`config.mk`:
```
export PLATFORM = sky130hd
export DESIGN_NAME = bip_fetch_control_flat
export DESIGN_NICKNAME = d
export VERILOG_FILES = /design/src/rtl/bip_pkg.sv /design/src/rtl/bip_fetch_control_if.sv /design/src/rtl/bip_sat_counter.sv /design/src/rtl/bip_fetch_control.sv /design/src/flat_wrapper.sv
export SDC_FILE = /design/constraint.sdc
export NUM_CORES = 1
export LEC_CHECK = 0
export CAP_MARGIN = 0
export CORE_MARGIN = 2
export CORE_UTILIZATION = 48
export DETAILED_ROUTE_END_ITERATION = 16
export PLACE_DENSITY = 0.8
export SLEW_MARGIN = 20
export SYNTH_ARGS = -nofsm -noshare
export SYNTH_HDL_FRONTEND = slang
export SYNTH_SLANG_ARGS = --single-unit
```
`constraint.sdc`:
```
create_clock -name clk -period 2.85 [get_ports clk]
set_clock_uncertainty 0.15 [all_clocks]
set_input_delay 0.7125 -clock clk [delete_from_list [all_inputs] [get_ports clk]]
set_output_delay 0.7125 -clock clk [all_outputs]
set_load 0.1 [all_outputs]
```
`src/rtl/bip_pkg.sv`:
```
// Shared BIP definitions: fetch FSM state encoding, instruction field layout
// and opcode constants used by both the fetch stage and the decoder.
package bip_pkg;

  localparam int unsigned OPCODE_W  = 5;
  localparam int unsigned OPERAND_W = 11;
  localparam int unsigned OPC_MSB   = 15;
  localparam int unsigned OPC_LSB   = 11;

  typedef logic [1:0] state_t;
  localparam state_t FETCH = 2'd0;
  localparam state_t LOAD  = 2'd1;
  localparam state_t EXEC  = 2'd2;
  localparam state_t HALT  = 2'd3;

  localparam logic [OPCODE_W-1:0] OP_HLT  = 5'd0;
  localparam logic [OPCODE_W-1:0] OP_STO  = 5'd1;
  localparam logic [OPCODE_W-1:0] OP_LD   = 5'd2;
  localparam logic [OPCODE_W-1:0] OP_LDI  = 5'd3;
  localparam logic [OPCODE_W-1:0] OP_ADD  = 5'd4;
  localparam logic [OPCODE_W-1:0] OP_ADDI = 5'd5;
  localparam logic [OPCODE_W-1:0] OP_SUB  = 5'd6;
  localparam logic [OPCODE_W-1:0] OP_SUBI = 5'd7;

endpackage

```
`src/rtl/bip_fetch_control_if.sv`:
```
// Program-memory and decoder bus of the BIP fetch stage.
interface bip_fetch_control_if
  import bip_pkg::*;
#(
  parameter int unsigned PC_W    = 11,
  parameter int unsigned INSTR_W = 16
);

  logic [PC_W-1:0]      prog_addr;
  logic [INSTR_W-1:0]   prog_data;
  logic [OPCODE_W-1:0]  opcode;
  logic [OPERAND_W-1:0] operand;
  logic                 exec_en;
  logic                 WrPC;

  modport master (
    output prog_addr, opcode, operand, exec_en,
    input  prog_data, WrPC
  );

  modport slave (
    input  prog_addr, opcode, operand, exec_en,
    output prog_data, WrPC
  );

endinterface

```
`src/rtl/bip_sat_counter.sv`:
```
// Up-counter with enable and synchronous reset that sticks at all-ones.
module bip_sat_counter #(
  parameter int unsigned W = 32
) (
  input  logic         clk,
  input  logic         rst,
  input  logic         en_i,
  output logic [W-1:0] count_o
);

  logic [W-1:0] count_q, count_d;

  always_comb begin
    count_d = count_q;
    if (en_i && (count_q != '1)) count_d = count_q + W'(1);
  end

  always_ff @(posedge clk) begin
    if (rst) count_q <= '0;
    else     count_q <= count_d;
  end

  assign count_o = count_q;

endmodule

```
`src/rtl/bip_fetch_control.sv`:
```
// BIP fetch/sequencing stage: PC, instruction register and the
// FETCH -> LOAD -> EXEC (-> HALT) sequencer, plus performance counters.
module bip_fetch_control
  import bip_pkg::*;
#(
  parameter int unsigned PC_W    = 11,
  parameter int unsigned INSTR_W = 16,
  parameter int unsigned CNT_W   = 32
) (
  input  logic                     clk,
  input  logic                     rst,
  bip_fetch_control_if.master      bus,
  output logic [PC_W-1:0]          pc,
  output logic                     halted,
  output logic [CNT_W-1:0]         cycle_count,
  output logic [CNT_W-1:0]         instr_count
);

  state_t             state_q, state_d;
  logic [PC_W-1:0]    pc_q, pc_d;
  logic [INSTR_W-1:0] ir_q, ir_d;
  logic               retire;

  // WrPC only matters in EXEC; every other state ignores it entirely.
  always_comb begin
    state_d = state_q;
    pc_d    = pc_q;
    ir_d    = ir_q;
    case (state_q)
      FETCH: state_d = LOAD;
      LOAD: begin
        ir_d    = bus.prog_data;
        state_d = EXEC;
      end
      EXEC: begin
        if (bus.WrPC) begin
          pc_d    = pc_q + PC_W'(1);
          state_d = FETCH;
        end else begin
          state_d = HALT;
        end
      end
      HALT:    state_d = HALT;
      default: state_d = FETCH;
    endcase
  end

  always_ff @(posedge clk) begin
    if (rst) begin
      state_q <= FETCH;
      pc_q    <= '0;
      ir_q    <= '0;
    end else begin
      state_q <= state_d;
      pc_q    <= pc_d;
      ir_q    <= ir_d;
    end
  end

  assign retire = (state_q == EXEC) && bus.WrPC;

  bip_sat_counter #(.W(CNT_W)) u_cycle_cnt (
    .clk     (clk),
    .rst     (rst),
    .en_i    (state_q != HALT),
    .count_o (cycle_count)
  );

  bip_sat_counter #(.W(CNT_W)) u_instr_cnt (
    .clk     (clk),
    .rst     (rst),
    .en_i    (retire),
    .count_o (instr_count)
  );

  assign bus.prog_addr = pc_q;
  assign bus.opcode    = ir_q[OPC_MSB:OPC_LSB];
  assign bus.operand   = ir_q[OPERAND_W-1:0];
  assign bus.exec_en   = (state_q == EXEC);
  assign pc            = pc_q;
  assign halted        = (state_q == HALT);

endmodule
```
`src/flat_wrapper.sv`:
```
// flat-port wrapper written by rule: the top's interface ports become plain ports
module bip_fetch_control_flat import bip_pkg::*;
#(
  parameter int unsigned PC_W    = 11,
  parameter int unsigned INSTR_W = 16,
  parameter int unsigned CNT_W   = 32
)
  (clk, rst, pc, halted, cycle_count, instr_count, bus_prog_addr, bus_opcode, bus_operand, bus_exec_en, bus_prog_data, bus_WrPC);
  bip_fetch_control_if #(.PC_W(PC_W), .INSTR_W(INSTR_W)) bus_i ();
  input  logic clk;
  input  logic rst;
  output logic [PC_W-1:0] pc;
  output logic halted;
  output logic [CNT_W-1:0] cycle_count;
  output logic [CNT_W-1:0] instr_count;
  output wire logic [$bits(bus_i.prog_addr)-1:0] bus_prog_addr;
  output wire logic [$bits(bus_i.opcode)-1:0] bus_opcode;
  output wire logic [$bits(bus_i.operand)-1:0] bus_operand;
  output wire logic [$bits(bus_i.exec_en)-1:0] bus_exec_en;
  input wire logic [$bits(bus_i.prog_data)-1:0] bus_prog_data;
  input wire logic [$bits(bus_i.WrPC)-1:0] bus_WrPC;
  assign bus_prog_addr = bus_i.prog_addr;
  assign bus_opcode = bus_i.opcode;
  assign bus_operand = bus_i.operand;
  assign bus_exec_en = bus_i.exec_en;
  assign bus_i.prog_data = bus_prog_data;
  assign bus_i.WrPC = bus_WrPC;
  bip_fetch_control #(.PC_W(PC_W), .INSTR_W(INSTR_W), .CNT_W(CNT_W)) u_core (.clk(clk), .rst(rst), .bus(bus_i), .pc(pc), .halted(halted), .cycle_count(cycle_count), .instr_count(instr_count));
endmodule
```
Word level (Yosys, flattened, before mapping):

Cells that the tools add are included.

* order comparisons: 0
* add/sub/neg operators: 3
* multipliers: 0
* shift-type cells: 0
* bitwise gates (word level): 0
* divide/modulo/power cells: 0
* mux-type cells: 2
* eq/ne operators: 6
* reduce and logical (&&, ||, !) cells: 5

Operators by type and width (number)
* $add A32 B1 Y32 const B: 2
* $ne A32 B32 Y1 const B: 2
* $add A11 B1 Y11 const B: 1
* $pmux W2 S4: 1
* $eq A2 B2 Y1 const B: 2
* $logic_and A1 B1 Y1: 3
* $eq A2 B1 Y1 const B: 1
* $logic_not A2 Y1: 1
* $mux W2: 1
* $ne A2 B2 Y1 const B: 1
* $reduce_and A2 Y1: 1

* bits in latches: 0
* memories: 0
* output and inout bits: 104
* bits in writable memories: 0
* register bits: 93
* word-level logic and storage cells: 21
* input bits: 19
* ROM bits: 0

Depth between registers and ports, before layout:

Gate-level depths: netlist of the first run.

* depth after elaboration: 3
* gate-level depth with buffers: 8
* gate-level depth less buffers: 6

By module:

A second synthesis of the first run with hierarchy kept.

* cell total of the unflattened synthesis: 549
* area, all modules: 4591.9 um2

Modules (own cells, without submodules)
* bip_sat_counter: seq. area each 640.6 um2, instances 2, area each 1674.1 um2, cells each 199
* bip_fetch_control: seq. area each 580.6 um2, instances 1, area each 1243.7 um2, cells each 151

Worst setup path after synthesis of the first run:

Ideal clock, no wire load.

* kind: register to register
* from: reg u_core.u_cycle_cnt.count_q[1] (netlist: u_core.u_cycle_cnt.count_o[1])
* to: reg u_core.u_cycle_cnt.count_q[5] (netlist: u_core.u_cycle_cnt.count_o[5])
* cell stages (with the launch flop): 9
* setup time: 0.115 ns
* data arrival time: 2.936 ns
* data required time: 2.585 ns
* path buffers: 2
* slack: -0.351 ns
* period minus slack after synthesis: 3.201 ns
* path through: dfxtp_1 > ha_1 > nand3_1 > or4_4 > nor4_1 > buf_2 > buf_4 > nor4_1 > o21ba_2

* cells in the longest elaborated chain, start to end: 2
* elaborated cells between the ends (all ways): 3
* those cells by class: 1 x add/sub; 1 x eq/ne; 1 x reduce/logical

RTL lines
* start: declaration: RTL line bip_sat_counter.sv:11 `logic [W-1:0] count_q, count_d;`
* start signal: assignment: RTL line bip_sat_counter.sv:20 `else count_q <= count_d;`
* branches (longest 2 deep; another with $add A32 B1 Y32)

Parallel ways; which one is timed is not known.
A chain may end at the register's enable or synchronous reset.

Final worst setup path of the first run:

* from: in bus_WrPC
* to: reg u_core.u_instr_cnt.count_q[28] (netlist: u_core.u_instr_cnt.count_o[28])

* cells in the longest elaborated chain, start to end: 2

RTL lines
* start: declaration: RTL line flat_wrapper.sv:21 `input wire logic [$bits(bus_i.WrPC)-1:0] bus_WrPC;`
* $logic_and A1 B1 Y1: RTL line bip_fetch_control.sv:60 `assign retire = (state_q == EXEC) && bus.WrPC;`
* $logic_and A1 B1 Y1: RTL line bip_sat_counter.sv:15 `if (en_i && (count_q != '1)) count_d = count_q + W'(1);`
* end signal: assignment: RTL line bip_sat_counter.sv:20
* end: declaration: RTL line bip_sat_counter.sv:11

Every way passes these cells.

==> results.toml, run 1 <==
[drt]
wire_per_inst_microns = 14.8
remaining_drc_errors = 0
detail-route-antenna-nets = 0
first_drt_iteration_drcs = 189
drt-vias-per-instance = 5.84
detailedRoute.firstPassIterationCount = 4
dr_total_vias = 4558
routed_wl_microns = 11500

[cts]
cts_tree = "done"
post_cts.resized_instances = 0
max-clock-path-buffers = 2
insertion_delay_ps = 360
path_clk_slew_ps = 100
cts.sink_count = 93
cts.root.buffer_cell = "sky130_fd_sc_hd__clkbuf_8"
cts.repair_timing.setup_buffer_count = 0
clock_tree.htree_level_count = 3
cts_made_buffers = 9
cts_hold_buffers = 0

[logic_synthesis]
yosys.cell_types.count = 52
post_syn_nets = 569
synth-edff-count = 0
syn_avg_cell_area_sq_um = 8.20
post-synth-top-area-fraction = 0.415
netlist.top_cell.by_area = "sky130_fd_sc_hd__dfxtp_1"
biggest_area_contributors_in_the_synthesized_netlist = "sky130_fd_sc_hd__dfxtp_1 (41%), sky130_fd_sc_hd__a21oi_1 (8.0%), sky130_fd_sc_hd__or4_1 (5.7%)"
synth-async-reset-ratio = 0
yosysSeqAreaShare = 0.415
ys_dominant_reg_cell = "sky130_fd_sc_hd__dfxtp_1"
synth.yosys.warnings = 0
gate_count_after_technology_mapping = 547
synth.ff_latch_count = 93
syn-cell-area_sq_mm = 0.00449

[layout]
layout.nets = 686
area_growth_pct = 28.7
antennaDiodeCount = 0
most-common-layout-cells = "sky130_fd_sc_hd__buf_4 (123), sky130_fd_sc_hd__dfxtp_1 (77), sky130_fd_sc_hd__a21oi_1 (72), sky130_fd_sc_hd__nand2_1 (64), sky130_fd_sc_hd__or4_1 (34)"
layout.cell_area.non_filler_sq_mm = 0.00577
final_layout_size_suffix_gt1_frac = 0.271
mostFrequentLayoutCell = "sky130_fd_sc_hd__buf_4"

[timing]
report.final.slew_viol_count = 0
timing.hold.ws_ps = 310
max_slew_margin = 0.539
final-hold-violation-count = 0
post-route-min-period_ps = 2590
finalCritPeriodShare = 0.908
final-setup-viol-count = 0
rsz0062_at_grt = "no"
maxClockFrequency_mhz = 386
worst_pin_slew_ps = 685
fin_setup_tns_ps = 0

[pwr]
power_density_mw_per_mm2 = 443
vdd.ir_drop.worst_v = 0.000381
power.internal_mw = 1.78
switching_share_of_total_power = 0.302
switching_power_mw = 0.772
share_comb_of_total_power = 0.134
pwr-share-seq = 0.528
cellLeakagePower_nw = 2.02
power.clock.fraction = 0.338

[setup_path]
arrival_ps = 2730
worst_r2r_endpoint = "u_core.u_cycle_cnt.count_o[22]"
worstSetupStartpointType = "input pin"
crit_path_top_delay_cell = "sky130_fd_sc_hd__or4_1"
worst_path_dominant_cell_family = "simple AND/OR/NAND/NOR gates"
worst_r2r_path_depth = 6
worst_path_largest_cell_delay_ps = 530
cp_max_fo = 6
worst-setup-path-type = "input pin to flip-flop"
timing.rr.start = "u_core.u_cycle_cnt.count_o[1]"
r2r_slack_ps = 360
path_buf_inv = 1
worstPathCellList = "clkdlybuf4s50_1 -> nand3b_1 -> nor3_1 -> o31ai_1 -> or4_1 -> a21oi_1"
endpoint_class_of_the_critical_path = "flip-flop"
worst-endpoint-required_ps = 3000

[floorplanning]
fp.coreArea_sq_mm = 0.00915
floorplan.die.width_microns = 101
row_count = 35
floorplan.io_pins = 123
start_util = 0.490
fp.dieH_microns = 101
dieArea_sq_mm = 0.0101

[placement]
dpl_cell_area_sq_mm = 0.00558
place_hpwl_microns = 8300
buffer_ports.inserted = 122
place_congestion = 0.892

[global_route]
globalRoute.totalOverflow = 0
number_of_antenna_violations_at_the_first_check_in_global_routing = 0
track_usage = 0.228
wire_length_of_the_first_global_routing_pass_microns = 19100
largest_net_degree_at_the_start_of_global_routing = 39
first_global_vias = 4092

[hold_path]
class_of_the_tightest_hold_or_removal_check = "flip-flop to flip-flop"
worst_hold_path.endpoint = "u_core.ir_q[7]"
worst_hold_path.num_cells = 2
min_from = "u_core.ir_q[7]"

[status]
status = "finished clean"

[flow_run]
cap_violations = 0
==> cell usage after synthesis (7+ instances only) <==
cell and instances:
sky130_fd_sc_hd__dfxtp_1 93, sky130_fd_sc_hd__o21ai_0 20, sky130_fd_sc_hd__nor2_1 29, sky130_fd_sc_hd__nand4_1 28
sky130_fd_sc_hd__o31ai_1 33, sky130_fd_sc_hd__xor2_1 10, sky130_fd_sc_hd__or4_1 34, sky130_fd_sc_hd__nor3_1 8
sky130_fd_sc_hd__nand2_1 64, sky130_fd_sc_hd__or2_2 7, sky130_fd_sc_hd__buf_4 14, sky130_fd_sc_hd__a21oi_1 72
sky130_fd_sc_hd__clkbuf_1 19, sky130_fd_sc_hd__nand3_1 25, sky130_fd_sc_hd__inv_1 11, sky130_fd_sc_hd__or3_1 20
==> worst register-to-register path, delay by kind of cell, from the launching register on <==
family / cells / cell delay [ps]
flops: 1 / 430
fa+ha+maj: 1 / 260
simple gates: 4 / 1320
compound gates: 1 / 230
==> per-stage QoR <==
stage          power, mW  setup WS (ps)  std cells   util
2_1_floorplan       1.63          0.806        547      -
3_3_place_gp        1.72          -6.90        764  0.610
3_5_place_dp        1.73          -92.2        764  0.610
4_1_cts             2.58            307        780  0.631
5_1_grt             2.66            146        780  0.631
6_report            2.56            261        780  0.631
==> power by group through the flow <==
stage | Clock, mW | Sequential [mW] | Combinational (mW)
floorplan | 0 | 1.54 | 0.0964
global placement | 0 | 1.38 | 0.341
detailed placement | 0 | 1.38 | 0.345
CTS | 0.885 | 1.35 | 0.345
global route | 0.946 | 1.36 | 0.362
finish | 0.864 | 1.35 | 0.343
==> layout make-up <==
cell class,count,area (sq um)
Timing Repair Buffer,142,1120
Multi-Input combinational cell,406,2400
Clock buffer,11,151
Clock inverter,5,42.5
Inverter,12,45.0
Sequential cell,93,1880
Tap cell,111,139
Fill cell,803,3380
==> registers in the layout, indices dropped and copies added (netlist names) <==
name,count
u_core.ir_q,16
u_core.bus.prog_addr,11
u_core.u_instr_cnt.count_o,32
u_core.u_cycle_cnt.count_o,32
u_core.state_q,2
==> cell families after synthesis <==
logic type      count (synthesis)  synth area share
compound gates                141             0.188
xor+xnor                       11            0.0215
fa+ha+maj                       3           0.00836
buf+inv                        48            0.0527
flops                          93             0.415
mux                             2           0.00502
simple gates                  249             0.310
==> worst max path at each step <==
stage	startpoint	cells past startpoint	to	slack, ps
finish	bus_WrPC	6	u_core.u_instr_cnt.count_o[28]	260
global route	bus_WrPC	6	u_core.u_instr_cnt.count_o[28]	150
CTS	bus_WrPC	6	u_core.u_instr_cnt.count_o[27]	310
detailed placement	bus_WrPC	6	u_core.u_instr_cnt.count_o[27]	-90
global placement	bus_WrPC	6	u_core.u_instr_cnt.count_o[25]	-7
floorplan	u_core.u_cycle_cnt.count_o[21]	7	u_core.u_cycle_cnt.count_o[1]	0.8
==> layer usage <==
layer,wire (microns),part of all wire,track usage,up-vias
li1,-,-,-,2265
met1,5170,0.45,0.298,2151
met2,5520,0.48,0.379,133
met3,711,0.062,0.0589,9
met4,97,0.0084,0.0485,0
met5,0,0,0,-
Note: power is estimated with default switching activity, not from simulation.
==> inputs of run 2 (changes only) <==
--- a/config.mk
+++ b/config.mk
@@ -7,10 +7,11 @@
 export LEC_CHECK = 0
 export CAP_MARGIN = 0
 export CORE_MARGIN = 2
-export CORE_UTILIZATION = 48
+export CORE_UTILIZATION = 49
 export DETAILED_ROUTE_END_ITERATION = 16
-export PLACE_DENSITY = 0.8
+export PLACE_DENSITY = 0.81
 export SLEW_MARGIN = 20
 export SYNTH_ARGS = -nofsm -noshare
 export SYNTH_HDL_FRONTEND = slang
+export SYNTH_HIERARCHICAL = 1
 export SYNTH_SLANG_ARGS = --single-unit
==> run 2 against run 1 <==
Effect of this change: final area increased by 2.4%; count of clock-buffer cells in the layout decreased by 2; maximum frequency decreased by 1.5%; non-clock buffer count decreased by 1; via count increased by 0.86%; core utilization increased by 1.5 points; setup slack got worse by 39 ps; clock power increased by 6.6%; die area increased by 0.22%; flip-flop and latch count unchanged; synthesized cell count increased by 0.37%; highest routed layer unchanged.
==> results.toml, run 2 <==
[timing]
max_slew_margin = 0.594
rsz0062_at_grt = "no"
finalCritPeriodShare = 0.922
maxClockFrequency_mhz = 380
worst_pin_slew_ps = 593
post-route-min-period_ps = 2630
report.final.slew_viol_count = 0
fin_setup_tns_ps = 0
final-setup-viol-count = 0
final-hold-violation-count = 0

[setup_path]
cp_max_fo = 6
worstPathCellList = "clkdlybuf4s50_1 -> nand3b_4 -> inv_2 -> nand4_1 -> nor4_2 -> buf_4 -> nand4_1 -> nor4_1 -> mux2_2"
crit_path_top_delay_cell = "sky130_fd_sc_hd__clkdlybuf4s50_1"
worst-endpoint-required_ps = 2950
setup.worst_path.end = "u_core/u_instr_cnt/count_o[31]"
critPathLaunch = "bus_WrPC"
worstSetupStartpointType = "input pin"
critPathMostFrequentCell = "sky130_fd_sc_hd__nand4_1"
worst_path_dominant_cell_family = "simple AND/OR/NAND/NOR gates"
endpoint_class_of_the_critical_path = "flip-flop"
worst_r2r_endpoint = "u_core/u_instr_cnt/count_o[30]"
worst_path_largest_cell_delay_ps = 540
arrival_ps = 2730
worst_r2r_path_depth = 5
worstSetupPathDepth = 9
worst-setup-path-type = "input pin to flip-flop"
r2r_slack_ps = 400
path_buf_inv = 3
timing.rr.start = "u_core/u_instr_cnt/count_o[14]"

[layout]
area_growth_pct = 28.8
layout.cell_area.non_filler_sq_mm = 0.00592
multiInputGateArea_sq_mm = 0.00250
mostFrequentLayoutCell = "sky130_fd_sc_hd__buf_4"
seqCellArea_sq_mm = 0.00191
layout_utilization = 0.646
final_layout_size_suffix_gt1_frac = 0.300
fill_cells = 762
layout.nets = 683
antennaDiodeCount = 0
most-common-layout-cells = "sky130_fd_sc_hd__buf_4 (121), sky130_fd_sc_hd__a21oi_1 (67), sky130_fd_sc_hd__nand2_1 (58), sky130_fd_sc_hd__dfxtp_1 (55), sky130_fd_sc_hd__dfxtp_2 (38)"
final_cells = 777

[cts]
cts_tree = "done"
clock_tree.htree_level_count = 3
post_cts.resized_instances = 0
cts.sink_count = 93
cts.repair_timing.setup_buffer_count = 0
cts_made_buffers = 9
path_clk_slew_ps = 100
cts_hold_buffers = 0
cts.root.buffer_cell = "sky130_fd_sc_hd__clkbuf_8"
insertion_delay_ps = 360
max-clock-path-buffers = 2

[logic_synthesis]
synth.ff_latch_count = 93
synth-async-reset-ratio = 0
synthMostInstantiatedCell = "sky130_fd_sc_hd__dfxtp_1"
synth.yosys.warnings = 6
syn_avg_cell_area_sq_um = 8.36
yosys.cell_types.count = 44
gate_count_after_technology_mapping = 549
post-synth-top-area-fraction = 0.405
syn-cell-area_sq_mm = 0.00459
synth_top_cells_by_count = "sky130_fd_sc_hd__dfxtp_1 (93), sky130_fd_sc_hd__a21oi_1 (67), sky130_fd_sc_hd__nand2_1 (58)"
synth-edff-count = 0
biggest_area_contributors_in_the_synthesized_netlist = "sky130_fd_sc_hd__dfxtp_1 (41%), sky130_fd_sc_hd__a21oi_1 (7.3%), sky130_fd_sc_hd__nand2_1 (4.7%)"
netlist.top_cell.by_area = "sky130_fd_sc_hd__dfxtp_1"
ys_dominant_reg_cell = "sky130_fd_sc_hd__dfxtp_1"
post_syn_nets = 571
yosysSeqAreaShare = 0.405

[drt]
routedLengthMet1_microns = 5190
routed_wl_microns = 12000
dr_total_vias = 4597
detailedRoute.firstPassIterationCount = 4
wire_per_inst_microns = 15.4
drt-vias-per-instance = 5.92
met2_wirelength_microns = 6150
remaining_drc_errors = 0
first_drt_iteration_drcs = 172
detail-route-antenna-nets = 0
routed-wl-met3_microns = 597
top_layer = "met4"

[placement]
place_hpwl_microns = 8410
place_congestion = 0.855
buffer_ports.inserted = 122
numPlacedInstances = 761
dpl_cell_area_sq_mm = 0.00571

[floorplanning]
fp.coreArea_sq_mm = 0.00915
start_util = 0.502
floorplan.die.width_microns = 101
dieArea_sq_mm = 0.0102
floorplan.io_pins = 123
row_count = 35
fp.dieH_microns = 101

[global_route]
wire_length_of_the_first_global_routing_pass_microns = 19700
track_usage = 0.235
largest_net_degree_at_the_start_of_global_routing = 103
first_global_vias = 4184
number_of_antenna_violations_at_the_first_check_in_global_routing = 0
globalRoute.totalOverflow = 0

[pwr]
power_density_mw_per_mm2 = 444
cellLeakagePower_nw = 2.20
vdd.ir_drop.worst_v = 0.000295

[flow_run]
cap_violations = 0

[hold_path]
class_of_the_tightest_hold_or_removal_check = "flip-flop to flip-flop"
worst_hold_path.num_cells = 2

[status]
status = "finished clean"
==> run 2: tightest hold or removal path, cell delays in order, from the launching register on <==
cell	delay, ps
sky130_fd_sc_hd__dfxtp_1	320
sky130_fd_sc_hd__nand2_1	50
sky130_fd_sc_hd__a21oi_1	50
==> run 2: cell type report <==
class                   count  area share
clock buffers               9      0.0209
multi-input cells         406       0.423
repair buffers            141       0.190
flip-flops and latches     93       0.323
inverters                  10     0.00635
clock inverters             7      0.0135
well taps                 111      0.0235
==> run 2: cells by family after synthesis <==
logic type,share of synthesized area
simple gates,0.313
mux,0.0215
flops,0.405
fa+ha+maj,0.00818
xor+xnor,0.0305
buf+inv,0.0523
compound gates,0.169
==> run 2: worst min path at each step <==
stage                              to              start
finish                 u_core/ir_q[4]     u_core/ir_q[4]
global route           u_core/ir_q[0]     u_core/ir_q[0]
CTS                    u_core/ir_q[0]     u_core/ir_q[0]
detailed placement     u_core/ir_q[0]     u_core/ir_q[0]
global placement       u_core/ir_q[1]     u_core/ir_q[1]
floorplan           u_core/state_q[1]  u_core/state_q[0]
==> run 2: metal layers <==
layer / up-vias / GRT usage
met5: - / 0
met4: 0 / 0.0495
met3: 10 / 0.0541
met2: 111 / 0.396
met1: 2225 / 0.309
li1: 2251 / -
==> run 2: per-stage QoR <==
stage	power, mW	setup slack, ps	hold slack [ps]
after CTS	2.65	230	312
after detailed placement	1.74	-153	299
after global routing	2.73	145	334
after global placement	1.73	-106	293
final	2.63	222	311
after floorplan	1.65	17.1	374
==> run 2: where the power goes <==
| group | leakage [nW] | total (mW) | internal [mW] | switching, mW |
|---|---|---|---|---|
| clock network | 0.103 | 0.921 | 0.420 | 0.501 |
| registers | 0.771 | 1.35 | 1.33 | 0.0236 |
| logic | 1.33 | 0.358 | 0.0905 | 0.267 |
| total | 2.20 | 2.63 | 1.84 | 0.792 |
